$ cat src/rtl/mosi_cmd_sequencer.sv
// Steps a pointer through the MOSI command list in RAM port B and hands each fetched
// half-word to the SPI engine, one word per cmd_req.
module mosi_cmd_sequencer #(
  parameter int ADDR_WIDTH  = 13,
  parameter int RAM_LATENCY = 1
) (
  input  logic                  clk,
  input  logic                  reset,
  input  logic                  run,
  input  logic                  restart,
  input  logic [ADDR_WIDTH-1:0] start_index,
  input  logic [ADDR_WIDTH-1:0] end_index,
  input  logic                  loop_en,
  input  logic                  cmd_req,
  output logic [ADDR_WIDTH-1:0] RAM_addr_B,
  input  logic [15:0]           RAM_data_out_B,
  output logic [15:0]           cmd_word,
  output logic [ADDR_WIDTH-1:0] cmd_index,
  output logic                  cmd_valid,
  output logic                  busy,
  output logic                  wrap_pulse,
  output logic                  list_done,
  output logic                  req_overrun
);

  typedef enum logic [1:0] {IDLE, WAIT, CAPTURE} state_t;

  localparam logic [2:0] LAT = 3'(RAM_LATENCY);

  state_t                state;
  logic [ADDR_WIDTH-1:0] ptr;
  logic [ADDR_WIDTH-1:0] start_lat;
  logic [2:0]            lat_cnt;
  logic                  run_q;
  logic                  last_q;
  logic                  load;

  assign load = (run & ~run_q) | restart;

  always_ff @(posedge clk) begin
    if (reset) begin
      state       <= IDLE;
      ptr         <= '0;
      start_lat   <= '0;
      lat_cnt     <= '0;
      run_q       <= 1'b0;
      last_q      <= 1'b0;
      RAM_addr_B  <= '0;
      cmd_word    <= '0;
      cmd_index   <= '0;
      cmd_valid   <= 1'b0;
      busy        <= 1'b0;
      wrap_pulse  <= 1'b0;
      list_done   <= 1'b0;
      req_overrun <= 1'b0;
    end else begin
      run_q      <= run;
      cmd_valid  <= 1'b0;
      wrap_pulse <= 1'b0;
      if (load) begin
        // a load aborts any fetch in flight, including one about to capture
        ptr         <= start_index;
        start_lat   <= start_index;
        list_done   <= 1'b0;
        req_overrun <= 1'b0;
        busy        <= 1'b0;
        state       <= IDLE;
      end else begin
        if (cmd_req && busy) req_overrun <= 1'b1;
        case (state)
          IDLE: begin
            if (cmd_req && run) begin
              RAM_addr_B <= ptr;
              lat_cnt    <= LAT;
              busy       <= 1'b1;
              last_q     <= 1'b0;
              state      <= WAIT;
              if (ptr == end_index) begin
                if (loop_en) begin
                  ptr        <= start_lat;
                  wrap_pulse <= 1'b1;
                end else begin
                  last_q <= 1'b1;
                end
              end else begin
                ptr <= ptr + 1'b1;
              end
            end
          end
          WAIT: begin
            // data is valid RAM_LATENCY edges after the address change
            lat_cnt <= lat_cnt - 1'b1;
            if (lat_cnt == 3'd1) state <= CAPTURE;
          end
          CAPTURE: begin
            cmd_word  <= RAM_data_out_B;
            cmd_index <= RAM_addr_B;
            cmd_valid <= 1'b1;
            busy      <= 1'b0;
            if (last_q) list_done <= 1'b1;
            state     <= IDLE;
          end
          default: state <= IDLE;
        endcase
      end
    end
  end

endmodule

$ cat config.mk
export PLATFORM = sky130hd
export DESIGN_NAME = mosi_cmd_sequencer
export DESIGN_NICKNAME = d
export VERILOG_FILES = /design/src/rtl/mosi_cmd_sequencer.sv
export SDC_FILE = /design/constraint.sdc
export NUM_CORES = 1
export LEC_CHECK = 0
export CAP_MARGIN = 15
export CORE_MARGIN = 4
export CORE_UTILIZATION = 37
export CTS_BUF_LIST = sky130_fd_sc_hd__clkbuf_4 sky130_fd_sc_hd__clkbuf_8
export DETAILED_ROUTE_END_ITERATION = 10
export SLEW_MARGIN = 10
export SYNTH_ARGS = -nofsm -noshare
export SYNTH_HDL_FRONTEND = slang
export SYNTH_SLANG_ARGS = --single-unit
$ cat constraint.sdc
create_clock -name clk -period 2.5 [get_ports clk]
set_input_delay 0.5 -clock clk [delete_from_list [all_inputs] [get_ports clk]]
set_output_delay 0.5 -clock clk [all_outputs]
set_load 0.1 [all_outputs]
# == Yosys cells after proc, flatten, opt, wreduce, memory -nomap -nowiden ==
# Cells that the tools add are included.
# word_totals
reg_bits,80
output_inout_bits,47
word_cells,62
# op_classes
n_addsub,2
n_eq_ne,7
n_mux,16
bitwise_logic,7
n_reduce_logical,16
# op_table
op,count
$mux 13,5
$add 13x1->13 const B,1
$eq 13x13->1,1
$reduce_and 3->1,3
$reduce_and 2->1,4
$reduce_bool 2->1,4
$pmux 3 s2,1
$mux 1,5
$not 1->1,5
$reduce_or 5->1,1
$mux 2,2
$ne 2x2->1 const B,2
$pmux 2 s2,1
$eq 3x1->1 const B,1
$mux 3,1
$ne 3x3->1 const B,1
$sub 3x1->3 const B,1
$eq 2x1->1 const B,1
$eq 2x2->1 const B,1
$logic_and 1x1->1,2
$logic_not 2->1,1
$pmux 1 s2,1
$reduce_or 2->1,1
$and 1x1->1,1
$or 1x1->1,1

# == Longest topological paths before layout ==
# Gate-level depths: netlist (run 1).
# logic_depth
word_depth,5
depth_mapped,7

# == Least setup slack after synthesis (run 1) ==
# No wires, ideal clock.
# synth_timing
path_kind,input port to flip-flop
from,in end_index[8]
to,reg ptr[10]
setup_ns,0.075
t_arrival_ns,1.815
required_ns,2.425
slack_ns,0.610
cell_stages,6
path_buffers,1
path_cell_list,xor2_1 -> nor4_2 -> nand4_2 -> buf_6 -> mux2_4 -> o211ai_2
# synth_between
elab_chain_cells,5
word_cells_on_any_way,7
classes_between,eq/ne: 2; mux: 4; reduce/logical: 1
# synth_rtl
element,line,rtl
"start, declared",12,"input logic [ADDR_WIDTH-1:0] end_index,"
$eq 13x13->1 (*),78,if (ptr == end_index) begin
$mux 13,78,
$mux 13,72,if (cmd_req && run) begin
$mux 13,70,case (state)
$mux 13,60,if (load) begin
"end signal, assigned",62,ptr <= start_index;
"end signal, assigned",80,ptr <= start_lat;
"end signal, assigned",86,ptr <= ptr + 1'b1;
"end, declared",31,logic [ADDR_WIDTH-1:0] ptr;
# Every way passes the cells marked *; elsewhere a longest branch is shown, timed or not. The select of a mux whose other input is x is not followed.
# A chain may end at the register's enable or synchronous reset.

# == Worst setup path after layout (run 1) ==
# layout_timing
from,in end_index[10]
to,reg ptr[11]
# Same word-level chain as after synthesis.

==> results of run 1 <==
## per-layer routing
| layer | global-route usage | wire length [um] | up-vias |
|---|---|---|---|
| met5 | 0 | 0 | - |
| met4 | 0.0603 | 68 | 0 |
| met3 | 0.0355 | 392 | 4 |
| met2 | 0.293 | 4840 | 64 |
| met1 | 0.230 | 4610 | 1592 |
| li1 | - | - | 1665 |
## state kept, by name, summed over array words and instances, names as in the netlist
register	count
cmd_word	16
RAM_addr_B	13
cmd_index	13
ptr	13
start_lat	13
lat_cnt	3
state	2
busy	1
cmd_valid	1
last_q	1
list_done	1
req_overrun	1
run_q	1
wrap_pulse	1
## worst max path at each step
stage	slack (ns)	cells past startpoint	startpoint	to
after floorplan	0.61	6	end_index[8]	ptr[10]
after global placement	0.08	7	end_index[10]	ptr[12]
after detailed placement	0.03	7	end_index[10]	ptr[11]
after CTS	0.41	7	end_index[10]	ptr[11]
after global routing	0.28	7	end_index[2]	ptr[11]
final	0.38	7	end_index[10]	ptr[11]
## critical path, cell delays in order
cell             delay, ns
clkdlybuf4s50_1       0.41
xor2_1                0.15
nor4_2                0.43
nand4_2               0.17
buf_4                 0.25
mux2_2                0.29
o221ai_1              0.16
## where the power goes
part / switching [W] / internal (W) / total (W)
Combinational: 0.000151 / 0.000147 / 0.000299
Clock: 0.000529 / 0.000583 / 0.00111
Sequential: 0.0000417 / 0.00131 / 0.00135
Total: 0.000722 / 0.00204 / 0.00276
## area by class of cell
class                      count  share of cell area
clock buffer                   9              0.0258
clock inverter                 7              0.0232
inverter                       7             0.00548
multi-input combinational    313               0.380
sequential                    80               0.334
tap                          129              0.0337
timing repair buffer         111               0.197
## stage by stage
stage	utilization	total power (W)	instance area, um2
finish	0.511	0.00276	4790
global route	0.511	0.00287	4790
CTS	0.511	0.00279	4790
detailed placement	0.486	0.00168	4560
global placement	0.486	0.00167	4560
floorplan	-	0.00154	3610
## cells in the mapped netlist, types with 2 or more instances
library cell  number  area [um2]
xor2_1            15         131
nor3_1            11        55.1
o221ai_1           4        35.0
a211oi_1           4        30.0
dfxtp_1           80        1600
nor4_1             2        12.5
nand2_1          126         473
mux2_2             4        45.0
or3_1              2        12.5
nor3_2             2        20.0
o211ai_2           2        25.0
nor2b_1            2        12.5
xnor2_1            8        70.1
nor2_1             7        26.3
and2_1             4        25.0
inv_1              6        22.5
nand2b_1           3        18.8
buf_6              4        45.0
a21oi_1           62         310
buf_2              2        10.0
nand3_1           10        50.1
o221ai_2           4        60.1
a311oi_1           3        26.3
o2111ai_1         10        87.6
ha_1               3        37.5
nor4_2             2        25.0
clkbuf_1          29         109
mux2_4             6        90.1
nand4_1            2        12.5
mux2i_1            4        40.0
## logic make-up after synthesis
group                      count (synthesis)  synth area share
AOI/OAI and AO/OA                         94             0.168
xor gates and xnor gates                  23            0.0558
adders and majority gates                  3            0.0104
buffers and inverters                     43            0.0537
DFF                                       80             0.444
muxes                                     14            0.0485
and+or+nand+nor                          179             0.220
==> run metrics, run 1 <==
FFs w/ async S/R, synth 0; Hold Startpoint start_lat[1]; Synth-to-Final Area Change 32.7%; clock-pin slew on the worst setup and hold paths 0.09 ns; Post-synth EDFFs 0; fin worst setup slack 0.383 ns; Seq/Total Area, Yosys 0.444; Max-slew headroom 0.436; hold_buf cts 0; hold path depth 2; pre-CTS setup slack 0.0312 ns; total wire length 9.92 mm; post-DR wirelength/cell 15.1 um; Setup Fix Bufs, Post-CTS 0; final setup TNS 0 ns; Tightest Pin Transition 0.846 ns; io pins 95; Initial Util 0.385; clk_skew 0.0103 ns; Worst VDD drop 274 uV; CTS max path bufs 2; final hold violation count 0; endpoints failing setup 0; diodes inserted 0; Worst Setup Path Type in -> reg; Ys Warns 0; vias per inst 5.07; chip height 107 um; maxcap violations 0; cts repair resizes 0; Hold Slack 0.455 ns; # nets final 573; Mapped Avg Cell Area 8.28 um2; via count 3325; R2R Setup Slk 0.45 ns; register bit total from synthesis 80; RSZ-0062 raised after global routing no; CTS tree yes; Synth Cell Area 0.00361 mm2; Synth Net Count 487; GR Overflow Total 0; number of global-route vias before repair 3274; Overall Global Routing Usage 0.177; num rows 35; clock latency at the later pin of the worst-skew pair 0.35 ns; Die W 107 um; leading cell type in the layout, fill and taps excluded nand2_1; P_leak 1.81 nW; Slew Viols, Final 0; CTS sink count 80; cells after synthesis 436; placed cells 640; Setup crit start kind input pin; non-filler cells, final 656; Final HPWL DP 7.17 mm; CTS root buffer clkbuf_8; Reg area 0.00160 mm2; Die ar. 0.0114 mm2; first-pass GRT wire length 16.1 mm; First DRT Iteration DRCs 193; Filler cells 963; status finished, final reports clean; Tmin final 2.12 ns; DRT antenna net count 0; Worst R2R Start ptr[10]; H-tree level count 3; R2R depth 6; initial antenna violation count 0; most frequent cells in the layout nand2_1, dfxtp_1, buf_4; Critical Path End Type flip-flop; share of cells above drive strength 1 0.203; CTS buffer count 9; CP arrival 2.38 ns; Critical Path Fanout Max 13; placer congestion estimate 0.836; area of the multi-input gates 0.00182 mm2; Top FF cell, synth dfxtp_1; core box area 0.00937 mm2; r2r endpoint ptr[11]; post-synthesis cell type count 43; final period utilization 0.847; IO buf count 94; PD cells 576 mW/mm2; largest net degree at the start of global routing 78; TritonRoute pass-1 iters 4; max frequency 0.472 GHz; Hold Crit Class reg -> reg; DRC 0; Critical Path RT 2.76 ns; worst hold endpoint start_lat[1]
(Power assumes the default switching activity.)
==> inputs of run 2 (changes only) <==
--- a/config.mk
+++ b/config.mk
@@ -10,6 +10,7 @@
 export CORE_UTILIZATION = 37
 export CTS_BUF_LIST = sky130_fd_sc_hd__clkbuf_4 sky130_fd_sc_hd__clkbuf_8
 export DETAILED_ROUTE_END_ITERATION = 10
+export PLACE_DENSITY = 0.66
 export SLEW_MARGIN = 10
 export SYNTH_ARGS = -nofsm -noshare
 export SYNTH_HDL_FRONTEND = slang
==> constraint.sdc (replaced) <==
create_clock -name clk -period 1.73 [get_ports clk]
set_input_delay 0.346 -clock clk [delete_from_list [all_inputs] [get_ports clk]]
set_output_delay 0.346 -clock clk [all_outputs]
set_load 0.1 [all_outputs]
==> run 2 against run 1 <==
Core utilization is 10 points higher. First-iteration DRC count is 31% lower. Final area is 20% higher. Clock power is 6% higher. The run now ends with negative setup slack left.
==> run metrics, run 2 (synthesized netlist as in run 1, its figures left out) <==
failing checks negative setup slack; Slew Viols, Final 0; Worst VDD drop 333 uV; clock latency at the later pin of the worst-skew pair 0.34 ns; largest net degree at the start of global routing 45; Overall Global Routing Usage 0.183; CTS buffer count 9; placer congestion estimate 0.923; register bank with the most flops cmd_word; fin worst setup slack -0.137 ns; Critical Path End ptr[5]; P_int 0.00270 W; num rows 35; RSZ-0062 raised after global routing yes; post-route cell area 0.00576 mm2; final setup TNS -0.655 ns; max frequency 0.536 GHz; final hold violation count 0; final period utilization 1.08; Critical Path Source ptr[8]; CTS tree yes; Clk pwr share 0.322; clk_skew 0.00657 ns; most frequent cells in the layout nand2_1, dfxtp_1, a21oi_1; leading cell type in the layout, fill and taps excluded nand2_1; vias per inst 5.12; Hold Crit Class reg -> reg; initial antenna violation count 0; total wire length 10.6 mm; CP arrival 2.10 ns; sequential power share 0.527; logic gate share of total power 0.151; DRC 0; CTS root buffer clkbuf_8; placed cells 671; Tmin final 1.87 ns; Largest register FFs 16; Post-Place Cell Area 0.00543 mm2; PD cells 636 mW/mm2; Critical Path End Type flip-flop; non-filler cells, final 690; status finished, violations left; number of global-route vias before repair 3455; Setup crit start kind flip-flop; io pins 95; core box area 0.00937 mm2; # nets final 609; via count 3536; Synth-to-Final Area Change 59.6%; First DRT Iteration DRCs 133; R2R Setup Slk -0.14 ns; endpoints failing setup 12; Die ar. 0.0114 mm2; TritonRoute pass-1 iters 5; r2r endpoint ptr[5]; CTS max path bufs 2; Worst R2R Start ptr[8]; Psw 0.000959 W; GR Overflow Total 0; Critical Path RT 1.96 ns; Sw Ratio 0.262; H-tree level count 3; chip height 107 um; maxcap violations 0; CTS sink count 80; Final Power 0.00366 W; IO buf count 94; Critical Path Fanout Max 4; post-DR wirelength/cell 15.4 um; first-pass GRT wire length 17.0 mm; share of cells above drive strength 1 0.276; diodes inserted 0; Worst Setup Path Type reg -> reg; Max-slew headroom 0.696; DRT antenna net count 0; R2R depth 7; Initial Util 0.385; Filler cells 807; P_leak 2.14 nW; Tightest Pin Transition 0.456 ns; Final HPWL DP 7.85 mm; clock-pin slew on the worst setup and hold paths 0.07 ns; Die W 107 um
run 2: changes by cell type in the layout (fill, tap and decap cells not counted), moves of 3 or more:
| cell | delta |
|---|---|
| buf_12 | +51 |
| clkinv_2 | +3 |
| dfxtp_1 | -5 |
| clkdlybuf4s50_1 | -7 |
| dlygate4sd2_1 | +5 |
| dfxtp_4 | +3 |
| buf_4 | -20 |
| inv_6 | -3 |
| buf_6 | +3 |
run 2: power groups by stage:
stage | Clock (W) | Sequential, W | Combinational (W)
3_5_place_dp | 0 | 0.00197 | 0.000520
4_1_cts | 0.00121 | 0.00193 | 0.000534
2_1_floorplan | 0 | 0.00198 | 0.000249
5_1_grt | 0.00126 | 0.00194 | 0.000593
6_report | 0.00118 | 0.00193 | 0.000553
3_3_place_gp | 0 | 0.00197 | 0.000511
run 2: through the flow:
| step | utilization | worst slack, ns | hold slack [ns] |
|---|---|---|---|
| after floorplan | - | -0.0564 | 0.432 |
| after global placement | 0.579 | -0.492 | 0.441 |
| after detailed placement | 0.579 | -0.579 | 0.444 |
| after CTS | 0.605 | -0.0978 | 0.454 |
| after global routing | 0.615 | -0.242 | 0.485 |
| final | 0.615 | -0.137 | 0.451 |
run 2: area by class of cell:
class	count	area [um2]	area share
Multi-Input combinational cell	313	1910	0.332
Inverter	7	26.3	0.00456
Clock inverter	4	22.5	0.00391
Clock buffer	10	138	0.0239
Timing Repair Buffer	147	1890	0.328
Sequential cell	80	1620	0.280
Tap cell	129	161	0.0280
run 2: how the worst min path moves through the flow:
stage | from | to | cells past startpoint
finish | start_lat[1] | start_lat[1] | 2
detailed placement | start_lat[8] | start_lat[8] | 2
global route | start_lat[4] | start_lat[4] | 2
global placement | start_lat[5] | start_lat[5] | 2
floorplan | start_lat[1] | start_lat[1] | 2
CTS | start_lat[8] | start_lat[8] | 2
run 2: repair_timing:
action	in CTS	in global routing
buffers inserted	4	0
hold endpoints to repair	0	0
gates resized for setup	22	11
cloned	0	1
pin swaps	7	8
hold buffers	0	0
endpoints found under the setup margin	14	14
run 2: per-layer routing:
| metal | track usage | up-vias | wire length [um] |
|---|---|---|---|
| li1 | - | 1728 | - |
| met1 | 0.237 | 1699 | 4790 |
| met2 | 0.313 | 92 | 5330 |
| met3 | 0.0211 | 17 | 342 |
| met4 | 0.0703 | 0 | 180 |
| met5 | 0 | - | 0 |
run 2: worst max-delay path, stage by stage, from the launching register on:
cell      delay [ns]
dfxtp_2         0.34
xor2_1          0.16
nor4_2          0.36
nand4_2         0.17
buf_6           0.17
buf_6           0.12
mux2i_1         0.13
a311oi_1        0.31
